[src/rtl/uart_pkg.sv]
// Shared definitions for the configurable UART receiver: oversampling ratio,
// receiver FSM states, line-format encodings and the layout of a FIFO entry.
package uart_pkg;

  localparam int OS_TICKS = 16;
  localparam int ENTRY_W  = 10;

  typedef enum logic [2:0] {
    IDLE,
    START,
    DATA,
    PARITY,
    STOP
  } state_t;

  typedef enum logic [1:0] {
    PAR_NONE     = 2'b00,
    PAR_ODD      = 2'b01,
    PAR_EVEN     = 2'b10,
    PAR_NONE_ALT = 2'b11
  } parity_t;

  typedef enum logic [1:0] {
    BITS_5 = 2'b00,
    BITS_6 = 2'b01,
    BITS_7 = 2'b10,
    BITS_8 = 2'b11
  } data_bits_t;

  // One received character as stored in the FIFO.
  typedef struct packed {
    logic       frame_err;
    logic       parity_err;
    logic [7:0] data;
  } entry_t;

  // Index of the last data bit of a frame (5 bits -> 4 ... 8 bits -> 7).
  function automatic logic [2:0] last_bit_idx(data_bits_t db);
    return 3'(db) + 3'd4;
  endfunction

  function automatic logic parity_on(parity_t p);
    return (p == PAR_ODD) || (p == PAR_EVEN);
  endfunction

endpackage

[src/rtl/uart_rx_cfg_if.sv]
// Configuration, serial input and FIFO read-side signals of the UART receiver.
interface uart_rx_cfg_if #(
  parameter int DVSR_W = 11
);
  logic              rx;
  logic [DVSR_W-1:0] dvsr;
  logic [1:0]        data_bits;
  logic [1:0]        parity_mode;
  logic              stop_bits;
  logic              r_uart;
  logic              ovr_clr;
  logic [7:0]        r_data;
  logic              parity_err;
  logic              frame_err;
  logic              rx_empty;
  logic              rx_full;
  logic              overrun;

  // Host / line side: drives serial line and configuration, reads characters.
  modport master (
    output rx, dvsr, data_bits, parity_mode, stop_bits, r_uart, ovr_clr,
    input  r_data, parity_err, frame_err, rx_empty, rx_full, overrun
  );

  // Receiver side.
  modport slave (
    input  rx, dvsr, data_bits, parity_mode, stop_bits, r_uart, ovr_clr,
    output r_data, parity_err, frame_err, rx_empty, rx_full, overrun
  );
endinterface

[src/rtl/uart_fifo.sv]
// First-word-fall-through FIFO for received characters with a sticky
// overrun flag. Full/empty come from pointers carrying one extra wrap bit.
module uart_fifo
  import uart_pkg::*;
#(
  parameter int W  = 2,
  parameter int DW = ENTRY_W
) (
  input  logic          clk,
  input  logic          rst,
  input  logic          wr,
  input  logic [DW-1:0] wr_data,
  input  logic          rd,
  input  logic          ovr_clr,
  output logic [DW-1:0] rd_data,
  output logic          empty,
  output logic          full,
  output logic          overrun
);

  logic [DW-1:0] mem [2**W];
  logic [W:0]    wr_ptr, rd_ptr;
  logic          do_rd, do_wr;

  assign empty = (wr_ptr == rd_ptr);
  assign full  = (wr_ptr[W] != rd_ptr[W]) && (wr_ptr[W-1:0] == rd_ptr[W-1:0]);

  // A pop on an empty FIFO is ignored; a push into a full FIFO only lands
  // when the head is popped in the same cycle (the freed slot is reused).
  assign do_rd = rd && !empty;
  assign do_wr = wr && (!full || do_rd);

  // Head is presented combinationally; zero while nothing is stored.
  assign rd_data = empty ? '0 : mem[rd_ptr[W-1:0]];

  // Storage array write.
  // NOTE: storage is deliberately not reset -- empty/full gate every read, so
  // stale contents are never visible and the array can map onto plain RAM.
  always_ff @(posedge clk) begin
    if (do_wr) mem[wr_ptr[W-1:0]] <= wr_data;
  end

  // Pointer update; both pointers wrap naturally modulo 2**(W+1).
  // NOTE: state registers use non-blocking assignment so every flop samples
  // pre-edge values regardless of block ordering.
  always_ff @(posedge clk) begin
    if (rst) begin
      wr_ptr <= '0;
      rd_ptr <= '0;
    end else begin
      if (do_wr) wr_ptr <= wr_ptr + (W+1)'(1);
      if (do_rd) rd_ptr <= rd_ptr + (W+1)'(1);
    end
  end

  // Sticky overrun: a dropped write sets it and wins over a same-cycle clear.
  always_ff @(posedge clk) begin
    if (rst)                           overrun <= 1'b0;
    else if (wr && full && !do_rd)     overrun <= 1'b1;
    else if (ovr_clr)                  overrun <= 1'b0;
  end

endmodule

[src/rtl/uart_rx_cfg.sv]
// UART receiver with run-time selectable data length, parity and stop bits.
// A baud tick generator drives a 16x oversampling FSM; finished characters
// (with their error bits) are queued in a small FWFT FIFO.
module uart_rx_cfg
  import uart_pkg::*;
#(
  parameter int W      = 2,
  parameter int DVSR_W = 11
) (
  input  logic          clk,
  input  logic          rst,
  uart_rx_cfg_if.slave  bus
);

  localparam logic [3:0] S_MID  = 4'(OS_TICKS/2 - 1);
  localparam logic [3:0] S_LAST = 4'(OS_TICKS - 1);

  // ---------------------------------------------------------------------------
  // Oversample tick generator
  // ---------------------------------------------------------------------------
  logic [DVSR_W-1:0] tick_cnt;
  logic              tick;

  // Using >= rather than == lets the counter recover at once if dvsr is
  // lowered below the current count instead of running through a full wrap.
  assign tick = (tick_cnt >= bus.dvsr);

  // Free-running divider: one tick every dvsr+1 clocks.
  always_ff @(posedge clk) begin
    if (rst)       tick_cnt <= '0;
    else if (tick) tick_cnt <= '0;
    else           tick_cnt <= tick_cnt + DVSR_W'(1);
  end

  // ---------------------------------------------------------------------------
  // Receiver FSM
  // ---------------------------------------------------------------------------
  state_t     state_q, state_d;
  logic [3:0] s_q, s_d;          // oversample ticks within the current bit
  logic [2:0] n_q, n_d;          // data bit index, reused as stop bit index
  logic [7:0] data_q, data_d;
  logic       pe_q, pe_d;
  logic       fe_q, fe_d;
  data_bits_t db_q, db_d;        // format latched at start-bit detection
  parity_t    par_q, par_d;
  logic       sb_q, sb_d;

  logic       fifo_wr;
  entry_t     wr_entry;
  entry_t     head;

  // State and datapath registers.
  always_ff @(posedge clk) begin
    if (rst) begin
      state_q <= IDLE;
      s_q     <= '0;
      n_q     <= '0;
      data_q  <= '0;
      pe_q    <= 1'b0;
      fe_q    <= 1'b0;
      db_q    <= BITS_8;
      par_q   <= PAR_NONE;
      sb_q    <= 1'b0;
    end else begin
      state_q <= state_d;
      s_q     <= s_d;
      n_q     <= n_d;
      data_q  <= data_d;
      pe_q    <= pe_d;
      fe_q    <= fe_d;
      db_q    <= db_d;
      par_q   <= par_d;
      sb_q    <= sb_d;
    end
  end

  // Next-state, bit sampling and FIFO write strobe.
  // NOTE: every output of this block gets a default first, so no path can
  // leave a variable unassigned and infer a latch.
  always_comb begin
    state_d  = state_q;
    s_d      = s_q;
    n_d      = n_q;
    data_d   = data_q;
    pe_d     = pe_q;
    fe_d     = fe_q;
    db_d     = db_q;
    par_d    = par_q;
    sb_d     = sb_q;
    fifo_wr  = 1'b0;
    wr_entry = '0;

    unique case (state_q)
      IDLE: begin
        if (!bus.rx) begin
          state_d = START;
          s_d     = '0;
          data_d  = '0;
          pe_d    = 1'b0;
          fe_d    = 1'b0;
          db_d    = data_bits_t'(bus.data_bits);
          par_d   = parity_t'(bus.parity_mode);
          sb_d    = bus.stop_bits;
        end
      end

      START: begin
        if (tick) begin
          if (s_q == S_MID) begin
            // Still low at mid-bit: a real start bit, otherwise a glitch.
            if (!bus.rx) begin
              state_d = DATA;
              s_d     = '0;
              n_d     = '0;
            end else begin
              state_d = IDLE;
            end
          end else begin
            s_d = s_q + 4'd1;
          end
        end
      end

      DATA: begin
        if (tick) begin
          if (s_q == S_LAST) begin
            s_d         = '0;
            data_d[n_q] = bus.rx;   // LSB first, lands right-justified
            n_d         = n_q + 3'd1;
            if (n_q == last_bit_idx(db_q)) begin
              state_d = parity_on(par_q) ? PARITY : STOP;
              n_d     = '0;
            end
          end else begin
            s_d = s_q + 4'd1;
          end
        end
      end

      PARITY: begin
        if (tick) begin
          if (s_q == S_LAST) begin
            s_d     = '0;
            n_d     = '0;
            state_d = STOP;
            // Unused data MSBs are zero, so ^data_q covers only real bits.
            pe_d    = (par_q == PAR_EVEN) ? (bus.rx != ^data_q)
                                          : (bus.rx != ~^data_q);
          end else begin
            s_d = s_q + 4'd1;
          end
        end
      end

      STOP: begin
        if (tick) begin
          if (s_q == S_LAST) begin
            s_d  = '0;
            fe_d = fe_q | ~bus.rx;
            if (n_q[0] == sb_q) begin
              fifo_wr  = 1'b1;
              wr_entry = '{frame_err: fe_q | ~bus.rx, parity_err: pe_q, data: data_q};
              state_d  = IDLE;
            end else begin
              n_d = n_q + 3'd1;
            end
          end else begin
            s_d = s_q + 4'd1;
          end
        end
      end

      default: state_d = IDLE;
    endcase
  end

  // ---------------------------------------------------------------------------
  // Receive FIFO
  // ---------------------------------------------------------------------------
  uart_fifo #(
    .W  (W),
    .DW (ENTRY_W)
  ) u_fifo (
    .clk     (clk),
    .rst     (rst),
    .wr      (fifo_wr),
    .wr_data (wr_entry),
    .rd      (bus.r_uart),
    .ovr_clr (bus.ovr_clr),
    .rd_data (head),
    .empty   (bus.rx_empty),
    .full    (bus.rx_full),
    .overrun (bus.overrun)
  );

  assign bus.r_data     = head.data;
  assign bus.parity_err = head.parity_err;
  assign bus.frame_err  = head.frame_err;

endmodule

[src/flat_wrapper.sv]
// flat-port wrapper written by rule: the top's interface ports become plain ports
module uart_rx_cfg_flat import uart_pkg::*;
#(
  parameter int W      = 2,
  parameter int DVSR_W = 11
)
  (clk, rst, bus_rx, bus_dvsr, bus_data_bits, bus_parity_mode, bus_stop_bits, bus_r_uart, bus_ovr_clr, bus_r_data, bus_parity_err, bus_frame_err, bus_rx_empty, bus_rx_full, bus_overrun);
  uart_rx_cfg_if #(.DVSR_W(DVSR_W)) bus_i ();
  input  logic clk;
  input  logic rst;
  input wire logic [$bits(bus_i.rx)-1:0] bus_rx;
  input wire logic [$bits(bus_i.dvsr)-1:0] bus_dvsr;
  input wire logic [$bits(bus_i.data_bits)-1:0] bus_data_bits;
  input wire logic [$bits(bus_i.parity_mode)-1:0] bus_parity_mode;
  input wire logic [$bits(bus_i.stop_bits)-1:0] bus_stop_bits;
  input wire logic [$bits(bus_i.r_uart)-1:0] bus_r_uart;
  input wire logic [$bits(bus_i.ovr_clr)-1:0] bus_ovr_clr;
  output wire logic [$bits(bus_i.r_data)-1:0] bus_r_data;
  output wire logic [$bits(bus_i.parity_err)-1:0] bus_parity_err;
  output wire logic [$bits(bus_i.frame_err)-1:0] bus_frame_err;
  output wire logic [$bits(bus_i.rx_empty)-1:0] bus_rx_empty;
  output wire logic [$bits(bus_i.rx_full)-1:0] bus_rx_full;
  output wire logic [$bits(bus_i.overrun)-1:0] bus_overrun;
  assign bus_i.rx = bus_rx;
  assign bus_i.dvsr = bus_dvsr;
  assign bus_i.data_bits = bus_data_bits;
  assign bus_i.parity_mode = bus_parity_mode;
  assign bus_i.stop_bits = bus_stop_bits;
  assign bus_i.r_uart = bus_r_uart;
  assign bus_i.ovr_clr = bus_ovr_clr;
  assign bus_r_data = bus_i.r_data;
  assign bus_parity_err = bus_i.parity_err;
  assign bus_frame_err = bus_i.frame_err;
  assign bus_rx_empty = bus_i.rx_empty;
  assign bus_rx_full = bus_i.rx_full;
  assign bus_overrun = bus_i.overrun;
  uart_rx_cfg #(.W(W), .DVSR_W(DVSR_W)) u_core (.clk(clk), .rst(rst), .bus(bus_i));
endmodule
[config.mk]
export PLATFORM = sky130hd
export DESIGN_NAME = uart_rx_cfg_flat
export DESIGN_NICKNAME = d
export VERILOG_FILES = /design/src/rtl/uart_pkg.sv /design/src/rtl/uart_rx_cfg_if.sv /design/src/rtl/uart_fifo.sv /design/src/rtl/uart_rx_cfg.sv /design/src/flat_wrapper.sv
export SDC_FILE = /design/constraint.sdc
export NUM_CORES = 1
export LEC_CHECK = 0
export CAP_MARGIN = 0
export CORE_UTILIZATION = 50
export CTS_BUF_LIST = sky130_fd_sc_hd__clkbuf_16
export DETAILED_ROUTE_END_ITERATION = 7
export PLACE_DENSITY_LB_ADDON = 0.25
export REMOVE_ABC_BUFFERS = 1
export SLEW_MARGIN = 20
export SYNTH_ARGS = -nofsm -noshare
export SYNTH_HDL_FRONTEND = slang
export SYNTH_SLANG_ARGS = --single-unit
[constraint.sdc]
create_clock -name clk -period 7.45 [get_ports clk]
set_clock_uncertainty 0.1 [all_clocks]
set_input_delay 1.1175 -clock clk [delete_from_list [all_inputs] [get_ports clk]]
set_output_delay 1.1175 -clock clk [all_outputs]
set_load 0.02 [all_outputs]
### After elaboration in Yosys (flattened, before gate mapping)

Memories as Yosys holds them, arrays and structs flattened. A register that Yosys moved wholly into a read port is not among the register bits.
Cells that the tools add are included.

* bitwise operators: 2
* order comparisons: 3
* $add $sub $neg: 6
* equal/unequal tests: 29
* multiplexer cells: 62
* reductions and logical operators: 29

Operator list (number)
* $mux W3: 23
* $mux W10: 5
* $mux W8: 3
* $ne A2 B1 Y1 const B: 11
* $reduce_and A11 Y1: 2
* $mux W4: 5
* $pmux W8 S2: 1
* $mux W1: 15
* $pmux W3 S5: 1
* $pmux W3 S4: 1
* $pmux W4 S3: 1
* $reduce_and A4 Y1: 3
* $add A11 B1 Y11 const B: 1
* $ge A11 B11 Y1: 1
* $add A3 B1 Y3 const B: 3
* $bwmux W8: 1
* $reduce_bool A2 Y1: 4
* $reduce_xnor A8 Y1: 1
* $reduce_xor A8 Y1: 1
* $eq A3 B2 Y1 const B: 2
* $eq A3 B3 Y1: 2
* $logic_and A1 B1 Y1: 6
* $mux W2: 3
* $ne A2 B2 Y1 const B: 3
* other kinds (26): 32

* output and inout bits: 13
* bits in registers: 43
* memories kept: 1
* bits in writable memories: 40
* logic and storage cells: 145
* bits of input ports: 21

Memory list
* u_core.u_fifo.mem: depth 4, bits a word 10, read ports 1, clocked after memory_dff 1, write ports 1, line uart_fifo.sv:21 `logic [DW-1:0] mem [2**W];`

### Longest topological paths before layout

Gate-level depths: netlist of the first run.

* depth after elaboration: 8
* depth in mapped cells: 9
* depth with buffers taken out: 8

### Cells and area by module

From an unflattened synthesis of the first run, not the netlist that was laid out.

* cell total of the unflattened synthesis: 380
* area total of the unflattened synthesis: 4262.8 µm²

By module, submodules not included
* uart_rx_cfg: cells an instance 267, instances 1, area each 2244.7 µm², seq. area each 720.7 µm²
* uart_fifo: cells an instance 113, instances 1, area each 2018.2 µm², seq. area each 1381.3 µm²

### Least setup slack after synthesis of the first run

Ideal clock, no wire load.

* path kind: input port to flip-flop
* from: input bus_dvsr[6]
* to: memory u_core.u_fifo.mem[0][0] (netlist name), enable pin
* path slack: 4.338 ns
* cell stages on the path: 8
* data arrival time: 2.669 ns
* library setup time: 0.343 ns
* data required time: 7.007 ns
* buffers on the path: 1
* cell sequence: inv_1 > ha_1 > nand2_1 > o21ai_1 > a21oi_1 > o21ai_1 > buf_2 > and3_1

* longest elaborated chain between the ends: 6

Ends and longest elaborated chain
* start, declared: line flat_wrapper.sv:12 `input wire logic [$bits(bus_i.dvsr)-1:0] bus_dvsr;`
* $ge A11 B11 Y1: line uart_rx_cfg.sv:26 `assign tick = (tick_cnt >= bus.dvsr);`
* $mux W1: line uart_rx_cfg.sv:156 `if (tick) begin`
* $mux W1: line uart_rx_cfg.sv:93 `unique case (state_q)`
* $logic_and A1 B1 Y1: line uart_fifo.sv:31 `assign do_wr = wr && (!full || do_rd);`
* $mux W1: line uart_fifo.sv:40 `if (do_wr) mem[wr_ptr[W-1:0]] <= wr_data;`
* $mux W1 (not written as such): line uart_fifo.sv:40
* end, declared: line uart_fifo.sv:21

Every way passes these cells.

### Final worst setup path of the first run

* from: input bus_dvsr[6]
* to: register u_core.u_fifo.wr_ptr[2]

* longest elaborated chain between the ends: 4

Ends and longest elaborated chain
* $ge A11 B11 Y1: line uart_rx_cfg.sv:26
* $mux W1: line uart_rx_cfg.sv:156
* $mux W1: line uart_rx_cfg.sv:93
* $logic_and A1 B1 Y1: line uart_fifo.sv:31
* end signal, assigned: line uart_fifo.sv:51 `if (do_wr) wr_ptr <= wr_ptr + (W+1)'(1);`
* end, declared: line uart_fifo.sv:22 `logic [W:0] wr_ptr, rd_ptr;`

Every way passes these cells.
A chain may end at the register's enable or synchronous reset.

==> results of run 1 <==
through the flow:
stage	utilization (%)	hold slack, ns	power [uW]	instance area, um2
after floorplan	-	0.330	652	4250
after global placement	56.9	0.345	699	4720
after detailed placement	56.9	0.353	704	4720
after CTS	60.8	0.362	1170	5040
after global routing	60.8	0.385	1220	5040
final	60.8	0.362	1160	5040
placed cells by master, fill, tap and decap left out, types with 3 or more instances in the layout:
cell | synthesis | routed
clkdlybuf4s50_1 | 0 | 33
o21a_1 | 3 | 3
nor2_1 | 33 | 33
nand2b_1 | 4 | 4
a21oi_1 | 17 | 17
nand4_1 | 5 | 5
edfxtp_1 | 40 | 40
xor2_1 | 11 | 11
ha_1 | 20 | 20
xnor2_1 | 15 | 15
mux4_2 | 10 | 10
dfxtp_1 | 45 | 45
and2_1 | 10 | 10
o211ai_1 | 4 | 4
clkbuf_16 | 0 | 10
nand3_1 | 22 | 22
mux2i_1 | 11 | 11
nand2_1 | 39 | 39
nor3b_1 | 3 | 3
o21ai_0 | 8 | 8
inv_1 | 24 | 25
a31oi_1 | 4 | 4
and3_1 | 7 | 7
nor2b_1 | 18 | 18
nor3_1 | 9 | 9
o21ai_1 | 3 | 3
power by group through the flow:
| stage | Sequential (uW) | Clock, uW | Combinational [uW] |
|---|---|---|---|
| 2_1_floorplan | 527 | 0 | 125 |
| 3_3_place_gp | 534 | 0 | 165 |
| 3_5_place_dp | 535 | 0 | 169 |
| 4_1_cts | 524 | 476 | 170 |
| 5_1_grt | 528 | 498 | 192 |
| 6_report | 525 | 469 | 171 |
final timing paths:
path,startpoint,end,cells after the start
setup / recovery,bus_dvsr[6],u_core.u_fifo.wr_ptr[2],9
hold / removal,u_core.par_q[0],u_core.par_q[0],2
setup reg to reg,u_core.tick_cnt[0],u_core.u_fifo.wr_ptr[2],8
hold reg to reg,u_core.par_q[0],u_core.par_q[0],2
worst reg2reg max path, stage by stage, from the launching register on:
cell and delay, ns:
dfxtp_1 0.49, inv_1 0.08, ha_1 0.28, nor2b_1 0.05, o21ai_2 0.16, a21oi_1 0.13, o21ai_1 0.76, and3_1 0.69
mux2_1 0.37
area by class of cell:
cell class	count	share of cell area, %
sequential	85	41.7
inverter	24	1.79
clock inverter	6	1.39
clock buffer	10	4.96
timing repair buffer	35	6.85
tap	105	2.61
multi-input combinational	289	40.7
state kept, by name (all words and copies together), names as in the netlist, 2 cells and up, named ones only:
register / count
u_core.state_q: 3
u_core.db_q: 2
u_core.par_q: 2
u_core.s_q: 4
u_core.data_q: 8
u_core.u_fifo.mem: 40
u_core.tick_cnt: 11
u_core.u_fifo.rd_ptr: 3
u_core.n_q: 3
u_core.u_fifo.wr_ptr: 3
layer usage:
layer  GRT usage, %  wire, um  vias to the layer above
met2           33.9      3960                       64
met4           5.18        58                        0
li1               -         -                     1525
met1           26.1      3960                     1465
met3           5.07       261                        6
met5              0         0                        -
logic make-up (layout without fill, tap and decap cells):
| kind of cell | after synthesis | in the layout | synth area share [%] |
|---|---|---|---|
| compound gates | 54 | 54 | 8.15 |
| xor+xnor | 26 | 26 | 5.28 |
| fa+ha+maj | 20 | 20 | 5.80 |
| buf+inv | 40 | 75 | 3.66 |
| flops | 85 | 85 | 48.7 |
| mux | 25 | 25 | 8.91 |
| simple gates | 164 | 164 | 19.5 |
==> results.yml, run 1 <==
status:
  status: "complete, no violations"
critical_path:
  crit_path_start_kind: "primary input"
  critPathBufInv: 2
  setup.worst_path.class: "in -> reg"
  cpMostUsedCell: "o21ai_1"
  endpoint_kind: "flop"
  worstPathMaxFanout: 17
  worstPathRequired_ns: 7.58
  critPathSlowestCell: "o21ai_1"
  rrSetupSlack_ns: 4.25
  slowest_delay_ns: 0.76
  crit_chain: "clkdlybuf4s50_1 > inv_1 > ha_1 > nand2_1 > o21ai_1 > a21oi_1 > o21ai_1 > and3_1 > mux2_1"
  worstPathArrival_ns: 4.10
  critPathTopFamily: "compound AO/OA/AOI/OAI gates"
synth:
  synth.yosys.seq_area_share_pct: 48.7
  ys_ff_latch: 85
  synthCells: 414
  synth_edf_count: 40
  ys_top_cells_by_area: "edfxtp_1 28%, dfxtp_1 21%, ha_1 5.8%"
  synth.distinct_cells: 54
  syn_area_um2: 4310
  ys_warn_count: 0
  synth_top_cells_by_count: "45 x dfxtp_1, 40 x edfxtp_1, 39 x nand2_1"
  syn_avg_cell_area_um2: 10.4
  yosysTopAreaCell: "edfxtp_1"
  yosysMostFrequentCell: "dfxtp_1"
  synth_ff_type: "dfxtp_1"
  synth_top_cell_area_share_pct: 27.9
  async_flop_share_pct: 0
cells_and_area:
  layout.nets: 485
  stdcell_count: 554
  drive_gt1_share_pct: 8.69
  seqCellArea_um2: 2100
  multi_input_comb_area_um2: 2050
  diodes: 0
  area_growth_pct: 16.9
  fillers: 674
sta:
  rsz0062_at_grt: "false"
  finalCriticalPeriod_ns: 3.98
  fin_crit_sh_pct: 53.4
  tns_ns: 0
  maxSlewViolCount: 0
  fin_ws_ns: 3.47
  relSlewSlack_pct: 35.7
  hold_viol_final: 0
  timing.fmax_mhz: 251
  worst_pin_slew_ns: 0.958
  setup_viol_count_final: 0
power:
  intPower_uw: 856
  peakVddDrop_v: 0.000215
  pwr-share-clk_pct: 40.2
  powerDensity_nw_per_um2: 231
  p_switching_uw: 308
  pwr-share-seq_pct: 45.1
  p_leak_uw: 0.00181
  combPwrFrac_pct: 14.7
  swShare_pct: 26.5
detailed_routing:
  wirelength_mm: 8.24
  viasPerCell: 5.52
  drt_first_pass_iters: 6
  first_iter_violations: 119
  wl_per_cell_um: 14.9
  vias: 3060
  ant_nets: 0
  drc_errors: 0
min_path:
  hold_class: "reg -> reg"
die:
  die_x_um: 94.9
  dieArea_um2: 9000
  start_util_pct: 52.0
  rows: 33
  io_pins: 34
  die_y_um: 94.9
  core_um2: 8300
place:
  gp_congestion: 0.776
  numPortBuffers: 33
  placed_cells: 538
  hpwl_mm: 5.87
  dp_slack_ns: 3.13
clock_network:
  cts_tree: "built"
  clk_pin_slew_ns: 0.07
  cts_resized: 0
  hold_buffers: 0
  clock-root-buffer: "clkbuf_16"
  cts_made_buffers: 9
  clock_latency_ns: 0.33
  clockBufferDepth: 2
  clock-sinks: 85
  cts_htree_levels: 3
  cts_setup_buffers: 0
grt:
  grt_max_degree: 29
  grtUsageTotal_pct: 20.3
  antenna_found_initial: 0
  grt_pass1_wl_mm: 13.8
  overflow: 0
  grt_pass1_vias: 2966
flow_run:
  max_cap_viol_count: 0
(Power assumes the default switching activity.)
==> run 2: changes to the inputs <==
- clock period: 7.45 -> 3.6 ns (I/O delays scaled with it)
==> run 2 against run 1 <==
Against the previous run:
- worst setup slack lost 2.9 ns
- wire length is 2.3% higher
- total power increased by 100%
- global-route usage up 0.48 points
- core utilization stayed put
- critical path type is now reg -> out
- largest power group unchanged
- highest routed layer unchanged
==> results.yml, run 2 (synthesized netlist as in run 1, its figures left out) <==
status:
  status: "complete, no violations"
critical_path:
  crit_path_start_kind: "flop"
  crit_chain: "mux4_2 > nor2b_1 > clkdlybuf4s50_1"
  worstPathMaxFanout: 10
  setup.worst_path.class: "reg -> out"
  endpoint_kind: "primary output"
  worstPathRequired_ns: 2.96
  worstPathArrival_ns: 2.41
  slowest_delay_ns: 0.79
  r2r_start: "u_core.state_q[2]"
  critPathSlowestCell: "dfxtp_1"
sta:
  maxSlewViolCount: 0
  tns_ns: 0
  fin_crit_sh_pct: 84.9
  fin_ws_ns: 0.545
  worst_pin_slew_ns: 0.723
  finalCriticalPeriod_ns: 3.05
  timing.fmax_mhz: 327
  hold_viol_final: 0
  relSlewSlack_pct: 51.7
  hold_ws_ns: 0.357
  setup_viol_count_final: 0
  rsz0062_at_grt: "false"
clock_network:
  cts_tree: "built"
  clock_latency_ns: 0.34
  clk_pin_slew_ns: 0.06
  cts_setup_buffers: 0
  cts_htree_levels: 3
  clock-root-buffer: "clkbuf_16"
  clockBufferDepth: 2
  clock-sinks: 85
  cts_made_buffers: 9
  cts_resized: 0
  hold_buffers: 0
place:
  dp_slack_ns: 0.492
  numPortBuffers: 33
  hpwl_mm: 6.04
  placed_cells: 542
  gp_congestion: 0.825
power:
  peakVddDrop_v: 0.000319
  p_leak_uw: 0.00182
  powerDensity_nw_per_um2: 463
  power.total_uw: 2330
detailed_routing:
  viasPerCell: 5.55
  first_iter_violations: 106
  ant_nets: 0
  vias: 3098
  drc_errors: 0
  drt_first_pass_iters: 4
  wirelength_mm: 8.43
  wl_per_cell_um: 15.1
min_path:
  min_from: "u_core.par_q[0]"
  hold_class: "reg -> reg"
die:
  rows: 33
  core_um2: 8300
  dieArea_um2: 9000
  io_pins: 34
  die_x_um: 94.9
  die_y_um: 94.9
  start_util_pct: 52.0
cells_and_area:
  layout.nets: 489
  area_growth_pct: 16.9
  fillers: 702
  final_common_cell: "dfxtp_1"
  stdcell_count: 558
  largest_reg_flops: 40
  final_cell_mix: "45 x dfxtp_1, 40 x edfxtp_1, 39 x nand2_1, 33 x nor2_1, 33 x clkdlybuf4s50_1"
  diodes: 0
  drive_gt1_share_pct: 9.71
grt:
  grt_pass1_wl_mm: 14.0
  grt_max_degree: 29
  overflow: 0
  grt_pass1_vias: 2889
  antenna_found_initial: 0
  grtUsageTotal_pct: 20.7
flow_run:
  max_cap_viol_count: 0
## run 2: cell count changes in the layout (fill, tap and decap cells not counted), sizes merged
cell / change
inv: +1
bufinv: -1
clkinv: +1
clkbuf: -1
buf: +4
## run 2: critical path: cells and delay by family, from the launching register on
family / cells / cell delay, ns
flip-flops: 1 / 0.79
buffers and inverters: 1 / 0.53
AND/OR/NAND/NOR: 1 / 0.15
multiplexers: 1 / 0.62
## run 2: worst paths after layout
check                            endpoint  slack (ns)  cells past startpoint
hold / removal            u_core.par_q[0]        0.36                      2
setup reg to reg  u_core.u_fifo.mem[3][7]        0.91                      5
hold reg to reg           u_core.par_q[0]        0.36                      2
setup / recovery            bus_r_data[5]        0.55                      3
## run 2: through the flow
stage	area, um2	util [%]
final	5040	60.8
after global routing	5040	60.8
after CTS	5040	60.8
after detailed placement	4750	57.3
after global placement	4750	57.3
after floorplan	4250	-
## run 2: layout make-up
type	count	area (um2)	area share (%)
flip-flops and latches	85	2100	41.7
multi-input cells	289	2050	40.7
repair buffers	39	375	7.44
clock buffers	9	225	4.47
well taps	105	131	2.61
inverters	24	90.1	1.79
clock inverters	7	65.1	1.29
## run 2: routing by layer
metal	GRT usage, %	vias to the layer above	part of all wire [%]
met5	0	-	0
li1	-	1540	-
met1	27.3	1494	47
met3	3.46	9	2.5
met4	8.96	0	1.3
met2	33.6	55	49
## run 2: power breakdown
group	switching, uW	internal [uW]	leakage (uW)
sequential	54.6	1030	0.000640
combinational	202	160	0.00104
clock	401	484	0.000140
total	657	1680	0.00182
==> run 3: changes to the inputs <==
- clock period: 3.6 -> 2.9 ns (I/O delays scaled with it)
==> run 3 against run 2 <==
Against the previous run:
- critical path depth grew 1
- worst hold slack improved by 0.0088 ns
- count of clock-buffer cells in the layout unchanged
- total power up 27%
- register-to-register slack got worse by 0.30 ns
- die area did not move
- clock power is 28% higher
- wire length fell by 1.6%
- cell area up 3.2%
- global-route usage is essentially flat
- core utilization increased by 1.9 points
- highest routed layer unchanged
- combinational power up 41%
==> results.yml, run 3 (synthesized netlist as in run 1, its figures left out) <==
status:
  status: "complete, no violations"
detailed_routing:
  wl_per_cell_um: 14.5
  ant_nets: 0
  viasPerCell: 5.42
  first_iter_violations: 127
  wirelength_mm: 8.30
  vias: 3102
  drc_errors: 0
  drt_first_pass_iters: 5
sta:
  finalCriticalPeriod_ns: 2.61
  rsz0062_at_grt: "false"
  relSlewSlack_pct: 65.6
  fin_crit_sh_pct: 90.0
  tns_ns: 0
  timing.fmax_mhz: 383
  hold_viol_final: 0
  worst_pin_slew_ns: 0.514
  maxSlewViolCount: 0
  setup_viol_count_final: 0
  fin_ws_ns: 0.291
place:
  placed_cells: 556
  hpwl_mm: 6.12
  numPortBuffers: 33
  dp_slack_ns: 0.0305
  gp_congestion: 0.817
die:
  die_x_um: 94.9
  io_pins: 34
  start_util_pct: 52.0
  core_um2: 8300
  rows: 33
  dieArea_um2: 9000
  die_y_um: 94.9
critical_path:
  worstPathRequired_ns: 2.37
  worstPathMaxFanout: 10
  crit_path_start_kind: "flop"
  worstPathArrival_ns: 2.07
  endpoint_kind: "primary output"
  setup.worst_path.class: "reg -> out"
cells_and_area:
  multi_input_comb_area_um2: 2050
  final_common_cell: "dfxtp_1"
  stdcell_count: 572
  layout.nets: 503
  diodes: 0
  final_cell_mix: "45 x dfxtp_1, 40 x edfxtp_1, 39 x nand2_1, 33 x nor2_1, 33 x clkdlybuf4s50_1"
  drive_gt1_share_pct: 12.4
  area_growth_pct: 20.7
  largest_reg_flops: 40
  fillers: 649
  finish.utilization_pct: 62.7
  seqCellArea_um2: 2100
power:
  peakVddDrop_v: 0.000476
  power.total_uw: 2950
  powerDensity_nw_per_um2: 568
  p_leak_uw: 0.00191
clock_network:
  clock-root-buffer: "clkbuf_16"
  clock-sinks: 85
  clock_latency_ns: 0.34
  cts_tree: "built"
  clockBufferDepth: 2
  cts_setup_buffers: 0
  hold_buffers: 0
  cts_htree_levels: 3
  cts_made_buffers: 9
  cts_resized: 0
  clk_pin_slew_ns: 0.06
grt:
  grtUsageTotal_pct: 20.8
  grt_pass1_vias: 2988
  antenna_found_initial: 0
  grt_max_degree: 19
  overflow: 0
  grt_pass1_wl_mm: 14.2
min_path:
  hold_class: "reg -> reg"
flow_run:
  max_cap_viol_count: 0
run 3: cell types whose count changed in the layout (fill, tap and decap cells not counted):
cell / change
clkinv_4: +1
buf_12: +4
buf_4: +10
inv_8: +2
inv_6: -2
clkinvlp_4: -1
run 3: metrics by stage:
step / hold slack [ns] / instance area, um2
global placement: 0.349 / 4910
finish: 0.365 / 5200
CTS: 0.372 / 5200
detailed placement: 0.362 / 4910
global route: 0.379 / 5200
floorplan: 0.330 / 4250
run 3: worst paths after layout:
check / start / end / slack, ns / cells after the start
min reg2reg: u_core.par_q[0] / u_core.par_q[0] / 0.37 / 2
min: u_core.par_q[0] / u_core.par_q[0] / 0.37 / 2
max reg2reg: u_core.tick_cnt[6] / u_core.n_q[0] / 0.61 / 7
max: flop / bus_frame_err / 0.29 / 4
run 3: worst max-delay path, cell delays in order (launching register included):
cell,delay (ns)
dfxtp_1,0.31
buf_4,0.23
mux4_2,0.54
nor2b_1,0.14
clkdlybuf4s50_1,0.53
run 3: power by group:
group | internal (uW) | leakage (uW) | total [uW] | switching [uW]
Clock | 609 | 0.000147 | 1130 | 519
Combinational | 224 | 0.00112 | 509 | 285
Sequential | 1280 | 0.000640 | 1320 | 36.8
Total | 2110 | 0.00191 | 2950 | 841
run 3: area by class of cell:
type / count / area share (%)
clock inverter: 7 / 1.37
inverter: 24 / 1.73
multi-input combinational: 289 / 39.5
sequential: 85 / 40.4
clock buffer: 9 / 4.33
timing repair buffer: 53 / 10.2
tap: 105 / 2.52
run 3: routing by layer:
layer | vias up | track usage [%] | routed length [um]
li1 | 1568 | - | -
met1 | 1454 | 28.2 | 3950
met2 | 67 | 33.2 | 3890
met3 | 13 | 3.78 | 327
met4 | 0 | 7.45 | 127
met5 | - | 0 | 0
